File: config.mk
export PLATFORM = sky130hd
export DESIGN_NAME = uart_rx_sampler
export DESIGN_NICKNAME = d
export VERILOG_FILES = /design/src/rtl/uart_rx_pkg.sv /design/src/rtl/edge_bit_counter.sv /design/src/rtl/uart_rx_sampler.sv
export SDC_FILE = /design/constraint.sdc
export NUM_CORES = 1
export LEC_CHECK = 0
export ABC_AREA = 1
export ABC_CLOCK_PERIOD_IN_PS = 3100
export CORE_UTILIZATION = 35
export CTS_CLUSTER_DIAMETER = 60
export CTS_CLUSTER_SIZE = 30
export DETAILED_ROUTE_END_ITERATION = 7
export PLACE_DENSITY_LB_ADDON = 0.05
export SYNTH_ARGS = -nofsm -noshare
export SYNTH_HDL_FRONTEND = slang
export SYNTH_SLANG_ARGS = --single-unit
File: constraint.sdc
create_clock -name CLK -period 3.1 [get_ports CLK]
set_input_delay 0.62 -clock CLK [delete_from_list [all_inputs] [get_ports CLK]]
set_output_delay 0.62 -clock CLK [all_outputs]
set_load 0.005 [all_outputs]
File: src/rtl/uart_rx_pkg.sv
// Shared definitions for the UART receive path: counter widths, frame
// lengths and the 3-sample vote helper used by the bit sampler.
package uart_rx_pkg;

  localparam int PRESCALE_W_DEF  = 6;
  localparam int BIT_CNT_W       = 4;
  localparam int FRAME_LEN_NOPAR = 10;
  localparam int FRAME_LEN_PAR   = 11;

  typedef logic [BIT_CNT_W-1:0] bit_cnt_t;

  // Two-of-three vote; rejects a single-cycle glitch at the bit centre.
  function automatic logic maj3(input logic a, input logic b, input logic c);
    return (a & b) | (a & c) | (b & c);
  endfunction

endpackage

File: src/rtl/edge_bit_counter.sv
// Edge/bit position counters for the UART bit sampler. edge_cnt walks
// through one bit period of Prescale clocks; bit_cnt walks through the
// frame and frame_done pulses once when the final bit period ends.
module edge_bit_counter
  import uart_rx_pkg::*;
#(
  parameter int PRESCALE_W = PRESCALE_W_DEF
) (
  input  logic                  CLK,
  input  logic                  Reset,
  input  logic [PRESCALE_W-1:0] Prescale,
  input  logic                  sample_EN,
  input  logic                  par_EN,
  output logic [PRESCALE_W-1:0] edge_cnt,
  output bit_cnt_t              bit_cnt,
  output logic                  frame_done
);

  logic [PRESCALE_W-1:0] last_edge;
  logic                  edge_wrap;
  bit_cnt_t              last_bit;

  // >= rather than == so a Prescale changed under a running count still
  // forces a wrap instead of counting all the way round.
  assign last_edge = Prescale - 1'b1;
  assign edge_wrap = (edge_cnt >= last_edge);
  assign last_bit  = par_EN ? bit_cnt_t'(FRAME_LEN_PAR - 1)
                            : bit_cnt_t'(FRAME_LEN_NOPAR - 1);

  // Advance edge/bit position while enabled; clear when the receiver idles.
  always_ff @(posedge CLK or posedge Reset) begin
    if (Reset) begin
      edge_cnt   <= '0;
      bit_cnt    <= '0;
      frame_done <= 1'b0;
    end else if (!sample_EN) begin
      edge_cnt   <= '0;
      bit_cnt    <= '0;
      frame_done <= 1'b0;
    end else begin
      frame_done <= 1'b0;
      if (edge_wrap) begin
        edge_cnt <= '0;
        if (bit_cnt >= last_bit) begin
          bit_cnt    <= '0;
          frame_done <= 1'b1;
        end else begin
          bit_cnt <= bit_cnt + 1'b1;
        end
      end else begin
        edge_cnt <= edge_cnt + 1'b1;
      end
    end
  end

endmodule

File: src/rtl/uart_rx_sampler.sv
// Oversampling bit recovery for the UART receiver. Samples RX_IN at
// edge_cnt = half-1 and half, then at half+1 resolves the bit and strobes
// bit_valid. With UART_RX_SAMPLER_MAJORITY_EN defined the bit is a 3-sample
// majority (half-1, half, half+1); otherwise it is the single centre sample
// taken at half. Strobe timing is the same in both builds.
module uart_rx_sampler
  import uart_rx_pkg::*;
#(
  parameter int PRESCALE_W = PRESCALE_W_DEF
) (
  input  logic                  CLK,
  input  logic                  Reset,
  input  logic                  RX_IN,
  input  logic [PRESCALE_W-1:0] Prescale,
  input  logic                  sample_EN,
  input  logic                  par_EN,
  output logic                  sampled_bit,
  output logic                  bit_valid,
  output logic [BIT_CNT_W-1:0]  bit_cnt,
  output logic [PRESCALE_W-1:0] edge_cnt,
  output logic                  frame_done
);

  logic [PRESCALE_W-1:0] half;
  logic [PRESCALE_W-1:0] samp_lo;
  logic [PRESCALE_W-1:0] samp_hi;
  logic                  s1;
  logic                  vote;

  assign half    = Prescale >> 1;
  assign samp_lo = half - 1'b1;
  assign samp_hi = half + 1'b1;

  edge_bit_counter #(
    .PRESCALE_W (PRESCALE_W)
  ) u_edge_bit_counter (
    .CLK        (CLK),
    .Reset      (Reset),
    .Prescale   (Prescale),
    .sample_EN  (sample_EN),
    .par_EN     (par_EN),
    .edge_cnt   (edge_cnt),
    .bit_cnt    (bit_cnt),
    .frame_done (frame_done)
  );

`ifdef UART_RX_SAMPLER_MAJORITY_EN
  logic s0;

  // Early sample, one clock before the bit centre.
  always_ff @(posedge CLK or posedge Reset) begin
    if (Reset) begin
      s0 <= 1'b1;
    end else if (sample_EN && (edge_cnt == samp_lo)) begin
      s0 <= RX_IN;
    end
  end

  assign vote = maj3(s0, s1, RX_IN);
`else
  assign vote = s1;
`endif

  // Centre sample.
  always_ff @(posedge CLK or posedge Reset) begin
    if (Reset) begin
      s1 <= 1'b1;
    end else if (sample_EN && (edge_cnt == half)) begin
      s1 <= RX_IN;
    end
  end

  // Resolve the bit one clock after the centre and strobe it for one cycle;
  // sampled_bit holds between strobes and while disabled.
  always_ff @(posedge CLK or posedge Reset) begin
    if (Reset) begin
      sampled_bit <= 1'b1;
      bit_valid   <= 1'b0;
    end else begin
      bit_valid <= 1'b0;
      if (sample_EN && (edge_cnt == samp_hi)) begin
        sampled_bit <= vote;
        bit_valid   <= 1'b1;
      end
    end
  end

endmodule

======== After elaboration in Yosys (flattened, before gate mapping) ========
Index checks and enable logic that the tools add are counted.
cells by class
  add/sub/neg operators ................... 4
  multiply operators ...................... 0
  div/mod/pow operators ................... 0
  $lt $le $gt $ge ......................... 2
  equality and inequality tests ........... 3
  shifts and indexed selects .............. 0
  multiplexer cells ....................... 10
  bitwise gates (word level) .............. 0
  reduce and logical (&&, ||, !) cells .... 2
operators by type and width
  operator                                                                 count
  4-bit two-way mux                                                        3
  6-bit two-way mux                                                        2
  5-bit by 1-bit adder with 6-bit output, second input constant            1
  6-bit by 1-bit adder with 6-bit output, second input constant            1
  6-bit by 5-bit equality test with 1-bit output                           1
  6-bit equality test                                                      1
  6-bit greater-or-equal comparator                                        1
  6-bit by 1-bit subtractor with 6-bit output, second input constant       1
  4-bit by 1-bit adder with 4-bit output, second input constant            1
  4-bit greater-or-equal comparator                                        1
  1-bit two-way mux                                                        4
  1-bit logical AND                                                        2
  2-bit two-way mux                                                        1
  2-bit by 1-bit inequality test with 1-bit output, second input constant  1
word-level totals
  flip-flop bits (word level) ............. 14
  bits in latches ......................... 0
  RAM bits ................................ 0
  bits in read-only memories .............. 0
  input port bits ......................... 11
  output and inout port bits .............. 13
  logic and storage cells ................. 27
  memories ................................ 0

======== Depth between registers and ports, before layout ========
  word-level depth ........................ 5
  depth in mapped cells ................... 14
  gate-level depth less buffers ........... 14

======== Cells and area by module ========
A second synthesis with hierarchy kept.
second synthesis, totals
  cells, all modules ...................... 168
  area, all modules ....................... 1207.4 um^2
modules (own cells, without submodules)
  module            instances  cells each  area each (um^2)  sequential area each (um^2)
  edge_bit_counter  1          108         862.1             275.3
  uart_rx_sampler   1          60          345.3             77.6

======== Least setup slack after synthesis ========
OpenSTA, ideal clock, no wires.
  path kind ............................... input -> register
  from .................................... input Prescale[1]
  to ...................................... register u_edge_bit_counter.bit_cnt[0]
  library setup time ...................... 0.126 ns
  arrival ................................. 2.164 ns
  required time ........................... 2.974 ns
  setup slack ............................. 0.810 ns
  cell stages on the path ................. 13
  buffers on the path ..................... 0
  path through ............................ inv_1 > ha_1 > nand2_1 > nand2_1 > nor3_1 > xor2_1 > inv_1 > ha_1 > a21oi_1 > o21a_1 > nand2_1 > nand3_1 > o21ai_0
between the ends
  cells in the longest elaborated chain, start to end .. 3
ends and longest elaborated chain
  element                                                            line                    text
  start, declared                                                    uart_rx_sampler.sv:14   input logic [PRESCALE_W-1:0] Prescale,
  6-bit by 1-bit subtractor with 6-bit output                        edge_bit_counter.sv:25  assign last_edge = Prescale - 1'b1;
  6-bit greater-or-equal comparator                                  edge_bit_counter.sv:26  assign edge_wrap = (edge_cnt >= last_edge);
  2-bit by 1-bit inequality test with 1-bit output (no source line)  --
  end signal, assigned                                               edge_bit_counter.sv:48  bit_cnt <= bit_cnt + 1'b1;
  end, declared                                                      edge_bit_counter.sv:15  output bit_cnt_t bit_cnt,
No other way between the ends.
A chain may end at the register's enable or synchronous reset.

======== Worst setup path after layout ========
Same ends and word-level chain as after synthesis.

==> metrics <==
number of clock buffers inserted by TritonCTS=3; Total Die Area=3540 um^2; biggest area consumer among synthesized cells=sky130_fd_sc_hd__dfrtp_1; cell leakage power=about 0.75 nW; maximum number of pins on one net before global-route repair=15; overall die height=between 50 and 60 um; Layout Skew=~0.0016 ns; required time at the endpoint of the critical path=3.29 ns; mean post-synth cell area=about 7.2 um^2; yosys warns=0; top achievable clock speed=about 0.37 GHz; overall die width=59.5 um; Final Cycle Share=between 80% and 90%; number of levels the H-tree was split into=1; Pwr Density=about 320 nW/um^2; fraction of the yosys area taken by sequential cells=a little under a third; Worst-Margin Slew=0.519 ns; clock transition at the registers of the reported paths=roughly 0.08 ns; RD Place Congestion=roughly 0.8; Initial Utilization=a little under two fifths; routed via count=roughly 1100; count of endpoints failing hold in the final timing report=0; remaining antenna violation count after routing=0; placed instance area=~1400 um^2; post-route cell area=around 1500 um^2; count of standard-cell rows=20; Placed Cells incl. Taps=roughly 230; number of DRC violations after detailed-routing iteration 0=50; IO Port Bufs=23; Final nets=~210; area taken by multi-input logic gates=684 um^2; Distinct cells, synth=26; share of post-route cells with drive strength above 1=a little under a tenth; overall fraction of global-route tracks in use=between 10% and 20%; total count of max-transition violations in the final report=0; number of vias per cell=4.59; Power Total=roughly 470 uW; remaining global-route overflow=0; Clk Tree Root Cell=sky130_fd_sc_hd__clkbuf_4; final instance count without filler cells=between 200 and 250; netlist area before placement=~1200 um^2; number of sinks handled by clock tree synthesis=14; post-detailed-placement half-perimeter wirelength=2.11 mm; critical path endpoint category=register; number of buffers inserted by hold repair at cts=0; total of cells resized after clock tree synthesis=0; worst hold margin=roughly 0.47 ns; run status=finished, final reports clean; Setup Total Neg Slack=0 ns; number of design rule violations left after detail routing=0; number of synthesized register bits=14; Max-Cap Viols=0; crit path max-delay cell type=sky130_fd_sc_hd__clkdlybuf4s50_1; later-pin clock latency in the skew report=0.28 ns; startpoint type of the worst setup path=input pin; detailed-route wire length=roughly 2.6 mm; shortest period the worst path allows=approximately 2.7 ns; crit path max fanout=9; vias in the first global route=~1000; diode count=0; peak per-stage delay on the critical path=around 0.48 ns; clock tree from TritonCTS=yes; io pins=24; Worst EP arrival=about 2.9 ns; register area=about 350 um^2; post-synth top area share=roughly 26%; area growth from synthesis to layout=28.1%; Slew Limit Headroom=65.3%; number of antenna violations at the first check in global routing=0; flop2flop setup slack=1.38 ns; global-route wire length before repair=4.39 mm; peak supply drop=210 uV; syn_nets=roughly 190; Placeable Area=approximately 3100 um^2; RSZ-0062 raised after global routing=no; synthesized netlist cell count=160; post-CTS setup buffer count=0; final number of setup-violating endpoints=0; Max clock buf depth=2; top cells by area, synth=sky130_fd_sc_hd__dfrtp_1 26%, sky130_fd_sc_hd__ha_1 15%, sky130_fd_sc_hd__nand2_1 12%, sky130_fd_sc_hd__inv_1 8.4%, sky130_fd_sc_hd__nand3_1 7.4%; critical path class=input pin to register; count of TritonRoute iterations in the first routing pass=4; average wire per cell in the routed design=11.2 um; Fill cells=337; Hold WC Path Type=register to register; chain of cells forming the critical path=clkdlybuf4s50_1, inv_1, ha_1, nand2_1, nand2_1, nor3_1, xor2_1, inv_1, ha_1, a21oi_1, o21a_1, nand3_2, o21ai_0
layout make-up:
class / instances / share of cell area [%]
inverter: 29 / 7.34
tap: 44 / 3.71
multi-input combinational: 115 / 46.2
timing repair buffer: 25 / 16.5
clock buffer: 4 / 2.45
sequential: 14 / 23.8
critical path, delay by kind of cell:
kind / cells / cell delay [ns]
AO/OA/AOI/OAI: 3 / 0.56
AND/OR/NAND/NOR: 4 / 0.49
adder cells (fa/ha/maj): 2 / 0.48
buffers and inverters: 3 / 0.61
XOR/XNOR: 1 / 0.17
worst paths after layout:
kind,start,endpoint,depth (start not counted)
max,Prescale[1],u_edge_bit_counter.bit_cnt[0],13
min reg2reg,s1,s1,2
max in group asynchronous,Reset,sampled_bit,2
min,s1,s1,2
max reg2reg,u_edge_bit_counter.edge_cnt[0],u_edge_bit_counter.bit_cnt[0],7
min in group asynchronous,Reset,u_edge_bit_counter.edge_cnt[5],2
metal layers:
layer	global-route usage, %	vias to the layer above	wire, um
met3	1.53	6	66
met5	0	-	0
li1	-	564	-
met2	26.8	18	1170
met1	22.4	473	1280
met4	9.97	0	74
cell families after synthesis:
family / Yosys count / share of synthesized area [%]
and+or+nand+nor: 75 / 28.4
AOI/OAI and AO/OA: 18 / 9.51
buffers and inverters: 31 / 10.4
DFF: 14 / 30.5
adders and majority gates: 14 / 15.1
xor gates and xnor gates: 8 / 6.05
report_power, final:
part | total (mW) | internal (mW) | switching (mW)
clock | 0.131 | 0.0714 | 0.0593
combinational | 0.125 | 0.0596 | 0.0656
sequential | 0.217 | 0.201 | 0.0163
total | 0.473 | 0.332 | 0.141
flip-flops by register name, indices dropped and copies added, names as in the netlist:
signal                         count
u_edge_bit_counter.edge_cnt        6
u_edge_bit_counter.frame_done      1
s1                                 1
u_edge_bit_counter.bit_cnt         4
bit_valid                          1
sampled_bit                        1
placed cells by master (no fill, tap or decap):
cell                              synthesis  layout
sky130_fd_sc_hd__a21boi_0                 1       1
sky130_fd_sc_hd__a21oi_1                  7       7
sky130_fd_sc_hd__a21oi_2                  1       1
sky130_fd_sc_hd__a22oi_1                  1       1
sky130_fd_sc_hd__buf_4                    1       2
sky130_fd_sc_hd__clkbuf_4                 0       3
sky130_fd_sc_hd__clkbuf_8                 0       1
sky130_fd_sc_hd__clkdlybuf4s50_1          0      23
sky130_fd_sc_hd__dfrtp_1                 12      12
sky130_fd_sc_hd__dfstp_2                  2       2
sky130_fd_sc_hd__ha_1                    14      14
sky130_fd_sc_hd__inv_1                   26      26
sky130_fd_sc_hd__inv_2                    3       3
sky130_fd_sc_hd__nand2_1                 37      37
sky130_fd_sc_hd__nand3_1                 17      17
sky130_fd_sc_hd__nand3_2                  2       2
sky130_fd_sc_hd__nand4_1                  2       2
sky130_fd_sc_hd__nor2_1                  12      12
sky130_fd_sc_hd__nor2_2                   2       2
sky130_fd_sc_hd__nor3_1                   3       3
sky130_fd_sc_hd__o211ai_1                 1       1
sky130_fd_sc_hd__o21a_1                   1       1
sky130_fd_sc_hd__o21ai_0                  3       3
sky130_fd_sc_hd__o21ai_1                  1       1
sky130_fd_sc_hd__o21ai_2                  1       1
sky130_fd_sc_hd__o21bai_1                 1       1
sky130_fd_sc_hd__xnor2_1                  2       2
sky130_fd_sc_hd__xor2_1                   6       6
cell usage after synthesis:
master,n
sky130_fd_sc_hd__nand3_1,17
sky130_fd_sc_hd__nand4_1,2
sky130_fd_sc_hd__nand2_1,37
sky130_fd_sc_hd__buf_4,1
sky130_fd_sc_hd__dfstp_2,2
sky130_fd_sc_hd__nor3_1,3
sky130_fd_sc_hd__o21ai_2,1
sky130_fd_sc_hd__o21a_1,1
sky130_fd_sc_hd__o21ai_0,3
sky130_fd_sc_hd__o211ai_1,1
sky130_fd_sc_hd__xor2_1,6
sky130_fd_sc_hd__a21oi_2,1
sky130_fd_sc_hd__nor2_2,2
sky130_fd_sc_hd__nor2_1,12
sky130_fd_sc_hd__a21oi_1,7
sky130_fd_sc_hd__nand3_2,2
sky130_fd_sc_hd__a22oi_1,1
sky130_fd_sc_hd__inv_1,26
sky130_fd_sc_hd__o21ai_1,1
sky130_fd_sc_hd__a21boi_0,1
sky130_fd_sc_hd__o21bai_1,1
sky130_fd_sc_hd__ha_1,14
sky130_fd_sc_hd__dfrtp_1,12
sky130_fd_sc_hd__inv_2,3
sky130_fd_sc_hd__clkbuf_1,1
sky130_fd_sc_hd__xnor2_1,2
stage by stage:
stage | util, % | worst slack, ns
6_report | 47.8 | 0.372
5_1_grt | 47.8 | 0.0805
4_1_cts | 47.8 | 0.378
3_5_place_dp | 46.6 | 0.0913
3_3_place_gp | 46.6 | 0.149
2_1_floorplan | - | 0.810
(Power assumes the default switching activity.)
